## src/rtl/goldilocks_pkg.sv

```systemverilog
// Goldilocks field constants and butterfly mode encodings shared across the
// NTT datapath (multiplier, add/sub stage and controller).
package goldilocks_pkg;

    localparam int DW = 64;

    localparam logic [DW-1:0] MOD       = 64'hFFFF_FFFF_0000_0001;
    localparam logic [DW-1:0] MOD_SUB_1 = 64'hFFFF_FFFF_0000_0000;

    localparam logic BF_MODE_CT     = 1'b0;
    localparam logic BF_MODE_BYPASS = 1'b1;

endpackage

```

## src/rtl/pipe_delay.sv

```systemverilog
// Fixed-depth shift register carrying a valid bit and a data word; every stage
// shifts each cycle so bubbles keep their exact position.
module pipe_delay #(
    parameter int WIDTH = 8,
    parameter int DEPTH = 4
) (
    input  logic             clk,
    input  logic             rst,
    input  logic             in_valid,
    input  logic [WIDTH-1:0] in_data,
    output logic             out_valid,
    output logic [WIDTH-1:0] out_data
);

    logic [DEPTH-1:0] vld_q;
    logic [WIDTH-1:0] data_q [DEPTH];

    // Data is cleared too so the datapath never carries X after reset.
    always_ff @(posedge clk or posedge rst) begin
        if (rst) begin
            vld_q <= '0;
            for (int i = 0; i < DEPTH; i++) data_q[i] <= '0;
        end else begin
            vld_q[0]  <= in_valid;
            data_q[0] <= in_data;
            for (int i = 1; i < DEPTH; i++) begin
                vld_q[i]  <= vld_q[i-1];
                data_q[i] <= data_q[i-1];
            end
        end
    end

    assign out_valid = vld_q[DEPTH-1];
    assign out_data  = data_q[DEPTH-1];

endmodule

```

## src/rtl/ntt_bf_addsub.sv

```systemverilog
// NTT butterfly add/sub stage: aligns x with the multiplier product t and
// emits (x+t) mod p and (x-t) mod p, or passes x and t through in bypass.
module ntt_bf_addsub
    import goldilocks_pkg::*;
#(
    parameter int MUL_LAT = 4,
    parameter int TAG_W   = 12
) (
    input  logic             clk,
    input  logic             rst,
    input  logic             in_valid,
    input  logic [DW-1:0]    in_x,
    input  logic             in_mode,
    input  logic [TAG_W-1:0] in_tag,
    input  logic [DW-1:0]    mul_p,
    output logic             out_valid,
    output logic [DW-1:0]    out_sum,
    output logic [DW-1:0]    out_diff,
    output logic [TAG_W-1:0] out_tag
);

    localparam int DLY_W = DW + 1 + TAG_W;

    function automatic logic [DW-1:0] reduce_sum(input logic [DW:0] s);
        logic [DW:0] m;
        logic [DW:0] r;
        m = {1'b0, MOD};
        r = s - m;
        return (s >= m) ? r[DW-1:0] : s[DW-1:0];
    endfunction

    // Bit DW is the borrow; adding MOD wraps modulo 2^64 back into range.
    function automatic logic [DW-1:0] reduce_diff(input logic [DW:0] d);
        logic [DW-1:0] r;
        r = d[DW-1:0] + MOD;
        return d[DW] ? r : d[DW-1:0];
    endfunction

    logic             vld_p0;
    logic [DLY_W-1:0] dly_p0;
    logic [DW-1:0]    x_p0;
    logic             mode_p0;
    logic [TAG_W-1:0] tag_p0;

    logic             vld_p1;
    logic [DW:0]      sum_raw_p1;
    logic [DW:0]      diff_raw_p1;
    logic             mode_p1;
    logic [TAG_W-1:0] tag_p1;

    // Stage D: align x/mode/tag with the multiplier output
    pipe_delay #(
        .WIDTH (DLY_W),
        .DEPTH (MUL_LAT)
    ) u_dly (
        .clk       (clk),
        .rst       (rst),
        .in_valid  (in_valid),
        .in_data   ({in_x, in_mode, in_tag}),
        .out_valid (vld_p0),
        .out_data  (dly_p0)
    );

    assign {x_p0, mode_p0, tag_p0} = dly_p0;

    // Stage A: raw 65-bit sum and difference
    always_ff @(posedge clk or posedge rst) begin
        if (rst) begin
            vld_p1      <= 1'b0;
            sum_raw_p1  <= '0;
            diff_raw_p1 <= '0;
            mode_p1     <= BF_MODE_CT;
            tag_p1      <= '0;
        end else begin
            vld_p1 <= vld_p0;
            if (vld_p0) begin
                mode_p1 <= mode_p0;
                tag_p1  <= tag_p0;
                if (mode_p0 == BF_MODE_BYPASS) begin
                    sum_raw_p1  <= {1'b0, x_p0};
                    diff_raw_p1 <= {1'b0, mul_p};
                end else begin
                    sum_raw_p1  <= {1'b0, x_p0} + {1'b0, mul_p};
                    diff_raw_p1 <= {1'b0, x_p0} - {1'b0, mul_p};
                end
            end
        end
    end

    // Stage B: modular correction into the output registers
    always_ff @(posedge clk or posedge rst) begin
        if (rst) begin
            out_valid <= 1'b0;
            out_sum   <= '0;
            out_diff  <= '0;
            out_tag   <= '0;
        end else begin
            out_valid <= vld_p1;
            if (vld_p1) begin
                out_tag <= tag_p1;
                if (mode_p1 == BF_MODE_BYPASS) begin
                    out_sum  <= sum_raw_p1[DW-1:0];
                    out_diff <= diff_raw_p1[DW-1:0];
                end else begin
                    out_sum  <= reduce_sum(sum_raw_p1);
                    out_diff <= reduce_diff(diff_raw_p1);
                end
            end
        end
    end

endmodule

```

## config.mk

```make
export PLATFORM = sky130hd
export DESIGN_NAME = ntt_bf_addsub
export DESIGN_NICKNAME = d
export VERILOG_FILES = /design/src/rtl/goldilocks_pkg.sv /design/src/rtl/pipe_delay.sv /design/src/rtl/ntt_bf_addsub.sv
export SDC_FILE = /design/constraint.sdc
export NUM_CORES = 1
export LEC_CHECK = 0
export ABC_AREA = 1
export CAP_MARGIN = 20
export CORE_UTILIZATION = 54
export DETAILED_ROUTE_END_ITERATION = 12
export PLACE_DENSITY = 0.78
export REMOVE_ABC_BUFFERS = 1
export SLEW_MARGIN = 30
export SYNTH_ARGS = -nofsm -noshare
export SYNTH_HDL_FRONTEND = slang
export SYNTH_SLANG_ARGS = --single-unit
```

## constraint.sdc

```tcl
create_clock -name clk -period 22.8 [get_ports clk]
set_clock_uncertainty 0.15 [all_clocks]
set_input_delay 5.7 -clock clk [delete_from_list [all_inputs] [get_ports clk]]
set_output_delay 5.7 -clock clk [all_outputs]
set_load 0.05 [all_outputs]
```

Word-level counts from Yosys, hierarchy flattened
Index checks and enable logic that the tools add are counted.

Register bits after elaboration: 597. Latch bits: 0. RAM bits: 0. ROM bits: 0. Output and inout bits: 141. Logic and storage cells: 25. Memories: 0.

Add/sub/neg operators: 4. Multipliers: 0. Div/mod/pow operators: 0. Order comparisons: 1. Eq/ne operators: 0. Shift operators: 0. Multiplexer cells: 6. Bitwise gates (word level): 0. Reductions and logical operators: 0.

Operator list (number): 2-to-1 mux 64 bit (4); 2-to-1 mux 65 bit (2); adder 64 x 64 -> 65 bit (1); greater-or-equal comparator 65 x 64 -> 1 bit, second input constant (1); subtractor 64 x 64 -> 65 bit (1); adder 64 bit, second input constant (1); subtractor 64 bit, second input constant (1).

Logic depth before layout (Yosys ltp)
Word-level depth: 3. Depth in mapped cells: 17. Depth with buffers taken out: 17.

Modules after synthesis
From an unflattened synthesis, not the netlist that was laid out.

Cell total of the unflattened synthesis: 4950. Area, all modules: 35337.6 um^2.

By module, submodules not included: ntt_bf_addsub (instances 1, cells an instance 4560, area an instance 26948.3 um^2); pipe_delay (instances 1, cells an instance 390, area an instance 8389.3 um^2).

Least setup slack after synthesis
Ideal clock, no wire load.

Kind: input to register. Start point: input mul_p[19]. End point: register sum_raw_p1[59]. Library setup time: 0.118 ns. Arrival time: 7.323 ns. Required time: 22.532 ns. Path slack: 15.209 ns. Stages: 15. Path through: inv_1 -> ha_1 -> clkbuf_1 -> nor2_1 -> inv_1 -> nor3_1 -> nand2_1 -> nor3_1 -> nand2_1 -> nand3_1 -> nand2_1 -> nand2_1 -> nand2_1 -> nand3_1 -> nand2_1.

Cells in the longest elaborated chain, start to end: 2.

RTL lines: start, declared (RTL line ntt_bf_addsub.sv:15) `input logic [DW-1:0] mul_p,`; adder 64 x 64 -> 65 bit (RTL line ntt_bf_addsub.sv:83) `sum_raw_p1 <= {1'b0, x_p0} + {1'b0, mul_p};`; 2-to-1 mux 65 bit (RTL line ntt_bf_addsub.sv:79) `if (mode_p0 == BF_MODE_BYPASS) begin`; end signal, assigned (RTL line ntt_bf_addsub.sv:80) `sum_raw_p1 <= {1'b0, x_p0};`; end signal, assigned (RTL line ntt_bf_addsub.sv:83); end, declared (RTL line ntt_bf_addsub.sv:46) `logic [DW:0] sum_raw_p1;`.

No other way between the ends. A chain may end at the register's enable or synchronous reset.

Final worst setup path
Start point: input mul_p[53]. End point: register diff_raw_p1[56].

Cells in the longest elaborated chain, start to end: 2.

RTL lines: subtractor 64 x 64 -> 65 bit (RTL line ntt_bf_addsub.sv:84) `diff_raw_p1 <= {1'b0, x_p0} - {1'b0, mul_p};`; 2-to-1 mux 65 bit (RTL line ntt_bf_addsub.sv:79); end signal, assigned (RTL line ntt_bf_addsub.sv:81) `diff_raw_p1 <= {1'b0, mul_p};`; end signal, assigned (RTL line ntt_bf_addsub.sv:84); end, declared (RTL line ntt_bf_addsub.sv:47) `logic [DW:0] diff_raw_p1;`.

No other way between the ends.

==> results.py <==
metrics = {
    "power_and_ir_drop": {
        "powerDensity_nw_per_um2": 78.3,
        "finalPower_mw": 3.16,
        "leakage_nw": 20.1,
        "vdd_ir_drop_max_uv": 88.0,
    },
    "clocking": {
        "cts_buffers": 61,
        "cts.clk_slew.worst_paths_ns": 0.06,
        "ctsHoldBuffers": 0,
        "clock_path_buffers": 3,
        "h-tree-depth": 2,
        "clock_sinks": 597,
        "cts_tree": "done",
        "postCtsSetupBuffers": 0,
        "clock_insertion_delay_worst_skew_ns": 0.66,
        "clockRootBuffer": "clkbuf_16",
        "postCtsResizedCells": 0,
    },
    "final_layout": {
        "multiInputGateArea_um2": 16500,
        "layout.cells.most_common": "nand2_1",
        "nFillCells": 5637,
        "layout_common_cells": "nand2_1 (1,563), inv_1 (735), dfrtp_1 (595)",
        "layout-drive-gt1-share_pct": 3.19,
        "seqCellArea_um2": 14900,
        "nets": 5437,
        "area_delta_synth_final_pct": 15.9,
    },
    "timing": {
        "relSlewSlack_pct": 25.5,
        "hold_viol": 0,
        "fin_crit_sh_pct": 36.5,
        "tns_ns": 0,
        "tightest_slew_ns": 1.12,
        "holdWs_ns": 0.186,
        "rsz0062_at_grt": "false",
        "drv_slew": 0,
        "min_period_ns": 8.32,
        "final-setup-viol-count": 0,
        "timing.fmax_mhz": 120,
    },
    "setup_path": {
        "cp.arrival_ns": 8.70,
        "end_kind": "register",
        "worstSetupPathType": "in2reg",
        "regToRegEndpoint": "out_diff[59]$_DFFE_PP0P_",
        "r2r_setup_slack_ns": 18.18,
        "rr_startpoint": "mode_p1$_DFFE_PP0P_",
        "start_kind": "input pin",
        "critPathRequiredTime_ns": 23.18,
        "r2r_cells": 11,
        "path_max_fanout": 9,
    },
    "synth": {
        "synth_compound_area_share_pct": 10.0,
        "synthAdderAreaFrac_pct": 4.82,
        "ys_types": 49,
        "ys_ff_latch": 597,
        "postSynthCellCount": 4940,
        "yosys-mux-area-fraction_pct": 0,
        "synth_top_family_by_area": "simple AND/OR/NAND/NOR gates",
        "yosysSeqAreaShare_pct": 42.9,
        "synth_simple_gate_area_share_pct": 30.4,
        "syn_area_um2": 34800,
        "synth_xor_area_share_pct": 1.96,
        "avgSynthCellArea_um2": 7.05,
        "yosys_warnings": 0,
    },
    "global_routing": {
        "antenna_found_initial": 5,
        "grt_pass1_vias": 32800,
        "grt_pass1_wl_mm": 203,
        "grt_max_degree": 163,
        "grt-ovfl-total": 0,
        "grt.total_usage_pct": 41.9,
    },
    "run": {
        "drv_cap": 0,
    },
    "min_path": {
        "worstHoldEndpoint": "u_dly.data_q[227]$_DFF_PP0_",
        "hp-class": "reg2reg",
        "worstHoldPathCells": 0,
        "hold_path_startpoint": "u_dly.data_q[304]$_DFF_PP0_",
    },
    "route": {
        "detail_route.wl_per_cell_um": 22.9,
        "drc": 0,
        "ant_nets": 0,
        "wirelength_mm": 138,
        "drt_iter0_drc": 4746,
        "vias": 34500,
        "via_per_inst": 5.70,
        "dr.pass1.iters": 6,
    },
    "floorplanning": {
        "rows": 92,
        "die_area_um2": 65500,
        "initial_core_util_pct": 54.9,
        "io_pins": 285,
        "fp.dieW_um": 256,
        "die_height_um": 256,
        "core_area_um2": 63400,
    },
    "placement": {
        "dp_hpwl_mm": 108,
        "gp_congestion": 1.12,
        "port_buffers": 284,
    },
    "run_status": {
        "status": "finished, final reports clean",
    },
}
## registers in the layout (all words and copies together), names as in the netlist
signal / flops
diff_raw_p1: 65
mode_p1: 1
out_diff: 64
out_sum: 64
out_tag: 12
out_valid: 1
sum_raw_p1: 65
tag_p1: 12
u_dly.data_q: 231
u_dly.out_data: 77
u_dly.vld_q: 4
vld_p1: 1
## layer usage
metal	share of wire, %	global-route usage (%)	vias to the layer above	wire length [um]
met1	40	56.4	16200	54900
met4	6.0	21.8	4	8270
met5	0.016	0	-	22
met2	43	62.8	2030	59300
li1	-	-	15900	-
met3	12	9.97	351	16100
## worst max-delay path, cell delays in order
cell and delay, ns:
clkdlybuf4s50_1 0.64, inv_1 0.16, ha_1 0.71, nand2_1 0.22
nor2_1 0.18, inv_1 0.07, nor2_1 0.15, inv_1 0.08
nor3_1 0.22, nand3_1 0.19, nand3_1 0.12, nand2_1 0.05
nand3_1 0.12, nand2_1 0.07
## through the flow
| step | area [um^2] | setup slack (ns) | util [%] | instances |
|---|---|---|---|---|
| after floorplan | 34200 | 0.240 | - | 4795 |
| after global placement | 38300 | 13.84 | 60.4 | 5943 |
| final | 40400 | 14.48 | 63.7 | 6058 |
| after detailed placement | 38300 | 13.78 | 60.4 | 5943 |
| after CTS | 40400 | 14.45 | 63.7 | 6056 |
| after global routing | 40400 | 14.42 | 63.7 | 6058 |
## cell families (layout without fill, tap and decap cells)
kind of cell / after synthesis / in the layout
buffers and inverters: 897 / 1167
other: 0 / 2
flip-flops: 597 / 597
AO/OA/AOI/OAI: 618 / 618
adder cells (fa/ha/maj): 133 / 133
AND/OR/NAND/NOR: 2617 / 2617
XOR/XNOR: 78 / 78
## area by class of cell
type,count,share of cell area [%]
Clock inverter,33,0.920
Timing Repair Buffer,302,7.44
Sequential cell,597,37.0
Multi-Input combinational cell,3446,40.7
Tap cell,846,2.62
Inverter,752,7.04
Antenna cell,2,0.0124
Clock buffer,80,4.23
## worst max-delay path by stage
stage | from | to | slack, ns | depth (start not counted)
floorplan | rst | diff_raw_p1[0]$_DFFE_PP0P_ | 0.24 | 1
global placement | rst | u_dly.data_q[166]$_DFF_PP0_ | 13.84 | 4
global route | mul_p[37] | sum_raw_p1[60]$_DFFE_PP0P_ | 14.42 | 13
CTS | rst | u_dly.data_q[104]$_DFF_PP0_ | 14.45 | 4
finish | mul_p[53] | diff_raw_p1[56]$_DFFE_PP0P_ | 14.48 | 14
detailed placement | rst | u_dly.data_q[89]$_DFF_PP0_ | 13.78 | 4
## synth_stat cells (all sizes together)
master	instances	area, um^2
nor3	41	210
o311ai	1	8.76
a21boi	3	22.5
a21oi	189	950
a41oi	1	8.76
o211ai	9	67.6
o31ai	3	22.5
a21o	3	22.5
inv	751	2820
dfrtp	597	14900
o21a	7	52.6
nand3	390	1960
a31oi	11	68.8
and2	4	25.0
nor2	560	2140
nand4	37	231
o21bai	47	353
or2	2	12.5
and3	1	6.26
nor3b	1	7.51
o22ai	36	225
nor4	12	81.3
clkinv	1	3.75
xnor2	10	87.6
fa	2	40.0
a211oi	1	7.51
ha	131	1640
clkbuf	111	417
nand2	1568	5910
buf	34	210
o21ai	269	1350
o221ai	38	333
xor2	68	596
nand3b	1	7.51
## power breakdown
group / total, mW / switching (mW) / leakage [nW] / internal (mW)
Sequential: 1.27 / 0.109 / 7.14 / 1.16
Clock: 1.04 / 0.455 / 1.02 / 0.590
Combinational: 0.848 / 0.602 / 11.9 / 0.246
Total: 3.16 / 1.17 / 20.1 / 2.00
Note: power is estimated with default switching activity, not from simulation.
